===== src/rtl/instruction_pkg.sv =====
// Shared fetch-path constants, the FIFO entry layout and an address helper.
package instruction_pkg;

  localparam logic [31:0] RESET_PC_DEFAULT = 32'h0000_0000;
  localparam logic [31:0] INST_BYTES       = 32'd4;

  typedef struct packed {
    logic [31:0] pc;
    logic [31:0] inst;
  } fetch_entry_t;

  function automatic logic [31:0] word_align(input logic [31:0] addr);
    return addr & ~32'h0000_0003;
  endfunction

endpackage


===== src/rtl/fetch_fifo.sv =====
// Synchronous FIFO of {pc, inst} fetch entries; flush wins over push and pop.
module fetch_fifo
  import instruction_pkg::*;
#(
  parameter int BUF_DEPTH = 2,
  localparam int CW = $clog2(BUF_DEPTH + 1),
  localparam int PW = (BUF_DEPTH > 1) ? $clog2(BUF_DEPTH) : 1
) (
  input  logic          clk,
  input  logic          reset,
  input  logic          push,
  input  logic          pop,
  input  logic          flush,
  input  fetch_entry_t  din,
  output logic [CW-1:0] count,
  output logic          full,
  output logic          empty,
  output fetch_entry_t  head
);

  fetch_entry_t  mem [BUF_DEPTH];
  logic [PW-1:0] rd_ptr_r;
  logic [PW-1:0] wr_ptr_r;
  logic [CW-1:0] count_r;

  function automatic logic [PW-1:0] ptr_inc(input logic [PW-1:0] p);
    if (p == PW'(BUF_DEPTH - 1)) begin
      return '0;
    end else begin
      return p + PW'(1);
    end
  endfunction

  // Pointer and occupancy tracking.
  always_ff @(posedge clk) begin
    if (reset || flush) begin
      rd_ptr_r <= '0;
      wr_ptr_r <= '0;
      count_r  <= '0;
    end else begin
      if (push) wr_ptr_r <= ptr_inc(wr_ptr_r);
      if (pop)  rd_ptr_r <= ptr_inc(rd_ptr_r);
      count_r <= count_r + CW'(push) - CW'(pop);
    end
  end

  // Entry storage; contents need no reset since count gates validity.
  always_ff @(posedge clk) begin
    if (push && !flush) mem[wr_ptr_r] <= din;
  end

  assign count = count_r;
  assign full  = (count_r == CW'(BUF_DEPTH));
  assign empty = (count_r == '0);
  assign head  = mem[rd_ptr_r];

endmodule


===== src/rtl/fetch_unit_checker.sv =====
// Simulation-only invariants of the fetch unit's credit and kill bookkeeping.
module fetch_unit_checker #(
  parameter int CW = 2
) (
  input logic          clk,
  input logic          reset,
  input logic          push,
  input logic          pop,
  input logic          full,
  input logic          empty,
  input logic          rvalid,
  input logic [CW-1:0] outstanding,
  input logic [CW-1:0] kill_cnt
);

  a_no_overflow:     assert property (@(posedge clk) disable iff (reset) (push && full) |-> pop);
  a_pop_nonempty:    assert property (@(posedge clk) disable iff (reset) pop |-> !empty);
  a_out_underflow:   assert property (@(posedge clk) disable iff (reset) rvalid |-> (outstanding != '0));
  a_kill_within_out: assert property (@(posedge clk) disable iff (reset) kill_cnt <= outstanding);

endmodule


===== src/rtl/fetch_unit.sv =====
// Instruction fetch sequencer: credit-limited in-order imem requests, response
// FIFO towards execute, and branch redirects that kill wrong-path fetches.
module fetch_unit
  import instruction_pkg::*;
#(
  parameter logic [31:0] RESET_PC  = RESET_PC_DEFAULT,
  parameter int          BUF_DEPTH = 2
) (
  input  logic        clk,
  input  logic        reset,
  input  logic        halt_i,
  output logic        imem_req_o,
  output logic [31:0] imem_addr_o,
  input  logic        imem_gnt_i,
  input  logic        imem_rvalid_i,
  input  logic [31:0] imem_rdata_i,
  input  logic        pc_v_x_i,
  input  logic [31:0] pc_x_i,
  output logic [31:0] pc_o,
  output logic        inst_v_o,
  output logic [31:0] inst_o
);

  localparam int          CW  = $clog2(BUF_DEPTH + 1);
  localparam logic [CW:0] CAP = (CW + 1)'(BUF_DEPTH);

  logic [31:0]   fetch_pc_r;
  logic [31:0]   resp_pc_r;
  logic [CW-1:0] outstanding_r;
  logic [CW-1:0] kill_cnt_r;

  logic [CW-1:0] count_s;
  logic          full_s;
  logic          empty_s;
  fetch_entry_t  head_s;
  fetch_entry_t  push_entry_s;
  logic          pop_s;
  logic          push_s;
  logic          req_s;
  logic          grant_s;
  logic [CW:0]   credit_s;

  // Output, credit and response-acceptance decisions for this cycle.
  always_comb begin
    pop_s        = !empty_s && !halt_i && !pc_v_x_i && !reset;
    credit_s     = {1'b0, outstanding_r} + {1'b0, count_s} - {{CW{1'b0}}, pop_s};
    req_s        = !halt_i && !reset && !pc_v_x_i && (credit_s < CAP);
    grant_s      = req_s && imem_gnt_i;
    push_s       = imem_rvalid_i && (kill_cnt_r == '0) && !pc_v_x_i && !reset;
    push_entry_s = '{pc: resp_pc_r, inst: imem_rdata_i};
  end

  // PC, outstanding-request and wrong-path kill bookkeeping.
  always_ff @(posedge clk) begin
    if (reset) begin
      fetch_pc_r    <= RESET_PC;
      resp_pc_r     <= RESET_PC;
      outstanding_r <= '0;
      kill_cnt_r    <= '0;
    end else begin
      outstanding_r <= outstanding_r + CW'(grant_s) - CW'(imem_rvalid_i);
      if (pc_v_x_i) begin
        // Everything still in flight belongs to the wrong path.
        fetch_pc_r <= word_align(pc_x_i);
        resp_pc_r  <= word_align(pc_x_i);
        kill_cnt_r <= outstanding_r - CW'(imem_rvalid_i);
      end else begin
        if (grant_s) fetch_pc_r <= fetch_pc_r + INST_BYTES;
        if (push_s)  resp_pc_r  <= resp_pc_r + INST_BYTES;
        if (imem_rvalid_i && (kill_cnt_r != '0)) kill_cnt_r <= kill_cnt_r - CW'(1);
      end
    end
  end

  fetch_fifo #(.BUF_DEPTH(BUF_DEPTH)) u_fifo (
    .clk   (clk),
    .reset (reset),
    .push  (push_s),
    .pop   (pop_s),
    .flush (pc_v_x_i),
    .din   (push_entry_s),
    .count (count_s),
    .full  (full_s),
    .empty (empty_s),
    .head  (head_s)
  );

  fetch_unit_checker #(.CW(CW)) u_chk (
    .clk         (clk),
    .reset       (reset),
    .push        (push_s),
    .pop         (pop_s),
    .full        (full_s),
    .empty       (empty_s),
    .rvalid      (imem_rvalid_i),
    .outstanding (outstanding_r),
    .kill_cnt    (kill_cnt_r)
  );

  assign imem_req_o  = req_s;
  assign imem_addr_o = fetch_pc_r;
  assign inst_v_o    = pop_s;
  assign pc_o        = head_s.pc;
  assign inst_o      = head_s.inst;

endmodule

===== config.mk =====
export PLATFORM = sky130hd
export DESIGN_NAME = fetch_unit
export DESIGN_NICKNAME = d
export VERILOG_FILES = /design/src/rtl/instruction_pkg.sv /design/src/rtl/fetch_fifo.sv /design/src/rtl/fetch_unit_checker.sv /design/src/rtl/fetch_unit.sv
export SDC_FILE = /design/constraint.sdc
export NUM_CORES = 1
export LEC_CHECK = 0
export CELL_PAD_IN_SITES_DETAIL_PLACEMENT = 1
export CELL_PAD_IN_SITES_GLOBAL_PLACEMENT = 2
export CORE_MARGIN = 4
export CORE_UTILIZATION = 28
export CTS_BUF_LIST = sky130_fd_sc_hd__clkbuf_4
export DETAILED_ROUTE_END_ITERATION = 8
export GPL_TIMING_DRIVEN = 0
export PLACE_DENSITY_LB_ADDON = 0.12
export SYNTH_ARGS = -nofsm -noshare
export SYNTH_HDL_FRONTEND = slang
export SYNTH_HIERARCHICAL = 1
export SYNTH_SLANG_ARGS = --single-unit

===== constraint.sdc =====
create_clock -name clk -period 8.2 [get_ports clk]
set_clock_uncertainty 0.1 [all_clocks]
set_input_delay 1.64 -clock clk [delete_from_list [all_inputs] [get_ports clk]]
set_output_delay 1.64 -clock clk [all_outputs]
set_load 0.005 [all_outputs]

After elaboration in Yosys (flattened, before gate mapping)
Memory sizes are Yosys's and may differ from the RTL's. A register that Yosys moved wholly into a read port is not among the register bits.
Cells that the tools add are included.
{"block": "word_totals", "output_inout_bits": 98, "ramBits": 128, "inputBits": 70, "wordCells": 59, "mem_count": 1, "ff_bits": 72}
{"block": "classes", "n_addsub": 12, "muxes": 12, "order_cmp": 1, "reduce_logical": 24}
{"memory": "u_fifo.mem", "words": 2, "width": 64, "rd": 1, "rd_clocked_by_memory_dff": 1, "write_ports": 1, "line_no": "fetch_fifo.sv:21", "text": "fetch_entry_t mem [BUF_DEPTH];"}
{"op": "$mux W32", "count": 4}
{"op": "$add A32 B3 Y32 const B", "count": 2}
{"op": "$logic_and A1 B1 Y1", "count": 12}
{"op": "$reduce_bool A2 Y1", "count": 4}
{"op": "$mux W1", "count": 6}
{"op": "$sub A2 B1 Y2", "count": 3}
{"op": "$add A2 B1 Y2", "count": 2}
{"op": "$logic_not A1 Y1", "count": 4}
{"op": "$logic_not A2 Y1", "count": 2}
{"op": "$mux W2", "count": 2}
{"op": "$add A2 B2 Y3", "count": 1}
{"op": "$lt A3 B2 Y1 const B", "count": 1}
{"op": "$sub A3 B1 Y3", "count": 1}
{"op": "$add A1 B1 Y1 const B", "count": 2}
{"op": "$reduce_or A2 Y1", "count": 1}
{"op": "$sub A2 B1 Y2 const B", "count": 1}
{"op": "$logic_or A1 B1 Y1", "count": 1}

Longest topological paths before layout
{"block": "depth", "word_depth": 11, "ltp_mapped": 14, "mapped_depth_nobuf": 13}

Cells and area by module
Netlist, hierarchy kept.
{"module": "fetch_fifo", "cells_each": 220, "instances": 1, "area_per_inst_um2": 5147.4, "seq_area_each_um2": 3943.8}
{"module": "fetch_unit", "cells_each": 483, "instances": 1, "area_per_inst_um2": 3947.5, "seq_area_each_um2": 1281.2}

Least setup slack after synthesis
Ideal clock, no wire load.
{"block": "synth_path", "path_type": "input port to flip-flop", "start": "in pc_v_x_i", "end": "mem u_fifo/mem[0][0] in the netlist's numbering (enable)", "stages": 3, "required_ps": 7522, "setup_time_ps": 578, "path_slack_ps": 705, "t_arrival_ps": 6817, "n_path_buf": 0, "path_cell_list": "nand4bb_1 -> inv_1 -> nor3b_1"}
{"block": "synth_between", "elab_chain_cells": 6}
{"element": "start, declared", "line_no": "fetch_unit.sv:17", "text": "input logic pc_v_x_i,"}
{"element": "$logic_not A1 Y1", "line_no": "fetch_unit.sv:49", "text": "push_s = imem_rvalid_i && (kill_cnt_r == '0) && !pc_v_x_i && !reset;"}
{"element": "$logic_and A1 B1 Y1 (2 in a row)", "line_no": "fetch_unit.sv:49"}
{"element": "via push_s", "line_no": "fetch_unit.sv:38", "text": "logic push_s;"}
{"element": "$logic_and A1 B1 Y1", "line_no": "fetch_fifo.sv:49", "text": "if (push && !flush) mem[wr_ptr_r] <= din;"}
{"element": "$mux W1", "line_no": "fetch_fifo.sv:49"}
{"element": "$mux W1 (implied by the code)", "line_no": "fetch_fifo.sv:49"}
{"element": "end, declared", "line_no": "fetch_fifo.sv:21"}
The timed path passes the listed nets, and every way through them passes these cells.

Worst setup path in the final report
{"block": "layout_path", "start": "in pc_v_x_i", "end": "out imem_req_o"}
{"block": "layout_between", "elab_chain_cells": 6, "elab_cells_between_ends": 7, "classes_between": "1 x add/sub; 1 x order compare; 5 x reduce/logical"}
{"element": "$logic_not A1 Y1 (*)", "line_no": "fetch_unit.sv:45, fetch_unit.sv:47"}
{"element": "$logic_and A1 B1 Y1 (2 in a row)", "line_no": "fetch_unit.sv:45", "text": "pop_s = !empty_s && !halt_i && !pc_v_x_i && !reset;"}
{"element": "$sub A3 B1 Y3", "line_no": "fetch_unit.sv:46", "text": "credit_s = {1'b0, outstanding_r} + {1'b0, count_s} - {{CW{1'b0}}, pop_s};"}
{"element": "$lt A3 B2 Y1", "line_no": "fetch_unit.sv:47", "text": "req_s = !halt_i && !reset && !pc_v_x_i && (credit_s < CAP);"}
{"element": "$logic_and A1 B1 Y1 (*)", "line_no": "fetch_unit.sv:47"}
{"element": "end, declared", "line_no": "fetch_unit.sv:12", "text": "output logic imem_req_o,"}
Every way passes the cells marked *; elsewhere a longest branch is shown, timed or not.

==> results.py <==
metrics = {
    "final_layout": {
        "layout.nets": 976,
        "layoutNonFillerInstCount": 1343,
        "drive_gt1_share_pct": 13.3,
        "syn2layout_area_growth_pct": 28.1,
    },
    "power_and_ir_drop": {
        "p_sw_uw": 485,
        "p_leak_nw": 3.81,
        "p_comb_share_pct": 11.5,
        "ir_worst_vdd_mv": 0.0823,
        "seq_power_share_pct": 60.5,
        "switching_share_pct": 25.9,
        "p_int_mw": 1.38,
        "p_clk_share_pct": 28.0,
        "power_density_nw_per_um2": 160,
    },
    "cts": {
        "cts_hold_buf": 0,
        "numCtsBuffers": 17,
        "clkTransAtPathRegs_ps": 150,
        "cts_resized": 0,
        "clock_latency_ps": 600,
        "cts_setup_buffers": 0,
        "clock_path_buffers": 2,
        "ctsRootBufferMaster": "clkbuf_4",
        "clkSinkCount": 197,
        "htree_levels": 4,
        "cts_tree": "done",
    },
    "sta": {
        "hold_viol_final": 0,
        "setup_viol": 0,
        "fmax_mhz": 136,
        "rsz0062_at_grt": "no",
        "fin_crit_ps": 7340,
        "fin_crit_sh_pct": 89.5,
        "fin_ws_ps": 858,
        "max_slew.worst_pin.slew_ps": 1020,
        "slew_violations": 0,
        "slew_headroom_pct": 31.5,
    },
    "logic_synthesis": {
        "synth.cell_area_um2": 9090,
        "synth_area_per_cell_um2": 12.9,
        "netlist_instances": 702,
        "yosys_warnings": 6,
    },
    "worst_setup_path": {
        "slowest_delay_ps": 720,
        "critPathRequiredTime_ps": 6460,
        "cp_max_fo": 13,
        "crit_arrival_ps": 5600,
        "crit_path_end_kind": "primary output",
        "path_class": "input port to primary output",
        "critPathLaunchType": "input port",
        "crit_slowest_cell": "clkdlybuf4s50_1",
        "crit_chain": "clkdlybuf4s50_1 -> or2_2 -> clkbuf_1 -> nor3_1 -> ha_1 -> nand2b_1 -> fa_1 -> xor2_1 -> nand2_1 -> nor3_1 -> clkdlybuf4s50_1",
        "r2r_slack_ps": 4030,
    },
    "global_route": {
        "grt_max_degree": 35,
        "grt_pass1_vias": 7115,
        "grt_pass1_wl_mm": 43.2,
        "antenna_found_initial": 2,
        "grt_usage_pct": 15.8,
        "grt.overflow.total": 0,
    },
    "outcome": {
        "status": "finished clean",
    },
    "floorplanning": {
        "fp.coreArea_um2": 31800,
        "io_pins": 168,
        "row_count": 65,
        "dieArea_um2": 35400,
        "fp.dieH_um": 188,
        "initial_core_util_pct": 28.6,
        "die_w_um": 188,
    },
    "drt": {
        "drtIter0Drc": 384,
        "drc_errors": 0,
        "vias": 6652,
        "wirelength_mm": 28.0,
        "wire_per_inst_um": 20.9,
        "viasPerCell": 4.95,
        "antenna_left": 0,
        "dr.pass1.iters": 7,
    },
    "placement": {
        "portBuffers": 163,
        "gp_congestion": 0.832,
        "preCtsSetupSlack_ps": 764,
        "dp_cells": 1311,
        "hpwl_mm": 21.4,
    },
    "run": {
        "cap_violations": 0,
    },
    "min_path": {
        "min_path_type": "register to register",
    },
}
through the flow:
stage | hold WS (ps) | instance area [µm²] | TNS, ps | total power, mW | util [%]
finish | 390 | 11600 | 0 | 1.87 | 36.6
global route | 412 | 11600 | 0 | 1.97 | 36.6
CTS | 389 | 11600 | 0 | 1.90 | 36.6
detailed placement | 354 | 11400 | 0 | 1.37 | 35.8
global placement | 349 | 11300 | -200640 | 1.36 | 35.5
floorplan | 324 | 9110 | 0 | 1.24 | -
worst max-delay path: cells and delay by family:
kind | cells | cell delay (ps)
buf+inv | 3 | 1470
simple gates | 5 | 1310
fa+ha+maj | 2 | 740
xor+xnor | 1 | 430
sequential cells by signal (all words and copies together), names as in the netlist, named ones only:
register,flops
outstanding_r,2
u_fifo/count,2
u_fifo/wr_ptr_r,1
imem_addr_o,30
u_fifo/rd_ptr_r,1
kill_cnt_r,2
u_fifo/mem,128
resp_pc_r,30
per-layer routing:
layer | global-route usage (%) | share of wire [%] | vias up
met5 | 0 | 0 | -
li1 | - | - | 3126
met3 | 3.67 | 5.1 | 28
met4 | 4.49 | 2.0 | 0
met1 | 20.7 | 45 | 3318
met2 | 26.2 | 48 | 180
placed cells by master (no fill, tap or decap), types with 12 or more instances in the layout:
| cell | instances |
|---|---|
| nand4_1 | 23 |
| o21ai_0 | 16 |
| a21boi_0 | 15 |
| or4_1 | 17 |
| a31oi_1 | 13 |
| and4_1 | 12 |
| o31a_1 | 20 |
| nand3_1 | 19 |
| xnor2_1 | 15 |
| nor2_1 | 22 |
| clkbuf_4 | 19 |
| edfxtp_1 | 128 |
| mux2_4 | 60 |
| o21a_1 | 20 |
| inv_1 | 19 |
| nand2_1 | 40 |
| nor4_1 | 20 |
| dfxtp_1 | 69 |
| clkdlybuf4s50_1 | 163 |
| nor3_1 | 18 |
| clkbuf_1 | 23 |
final cells by class:
type | count | area [µm²]
Inverter | 20 | 75.1
Multi-Input combinational cell | 455 | 3570
Clock buffer | 19 | 143
Sequential cell | 197 | 5230
Buffer | 35 | 245
Antenna cell | 1 | 2.50
Fill cell | 3387 | 20200
Timing Repair Buffer | 169 | 1710
Clock inverter | 12 | 131
Tap cell | 435 | 544
power by group through the flow:
stage	logic, mW	clock network [mW]	registers (mW)
after global placement	0.210	0	1.15
after detailed placement	0.217	0	1.15
final	0.215	0.523	1.13
after CTS	0.218	0.551	1.13
after floorplan	0.101	0	1.14
after global routing	0.235	0.595	1.14
final timing paths:
kind	startpoint	to	cells after the start
worst max-delay path	pc_v_x_i	imem_req_o	11
worst min-delay path	resp_pc_r[4]	u_fifo/mem[1][36]	0
worst max register to register	u_fifo/count[1]	imem_addr_o[26]	11
worst min register to register	resp_pc_r[4]	u_fifo/mem[1][36]	0
Power figures use the tool's default switching activity.
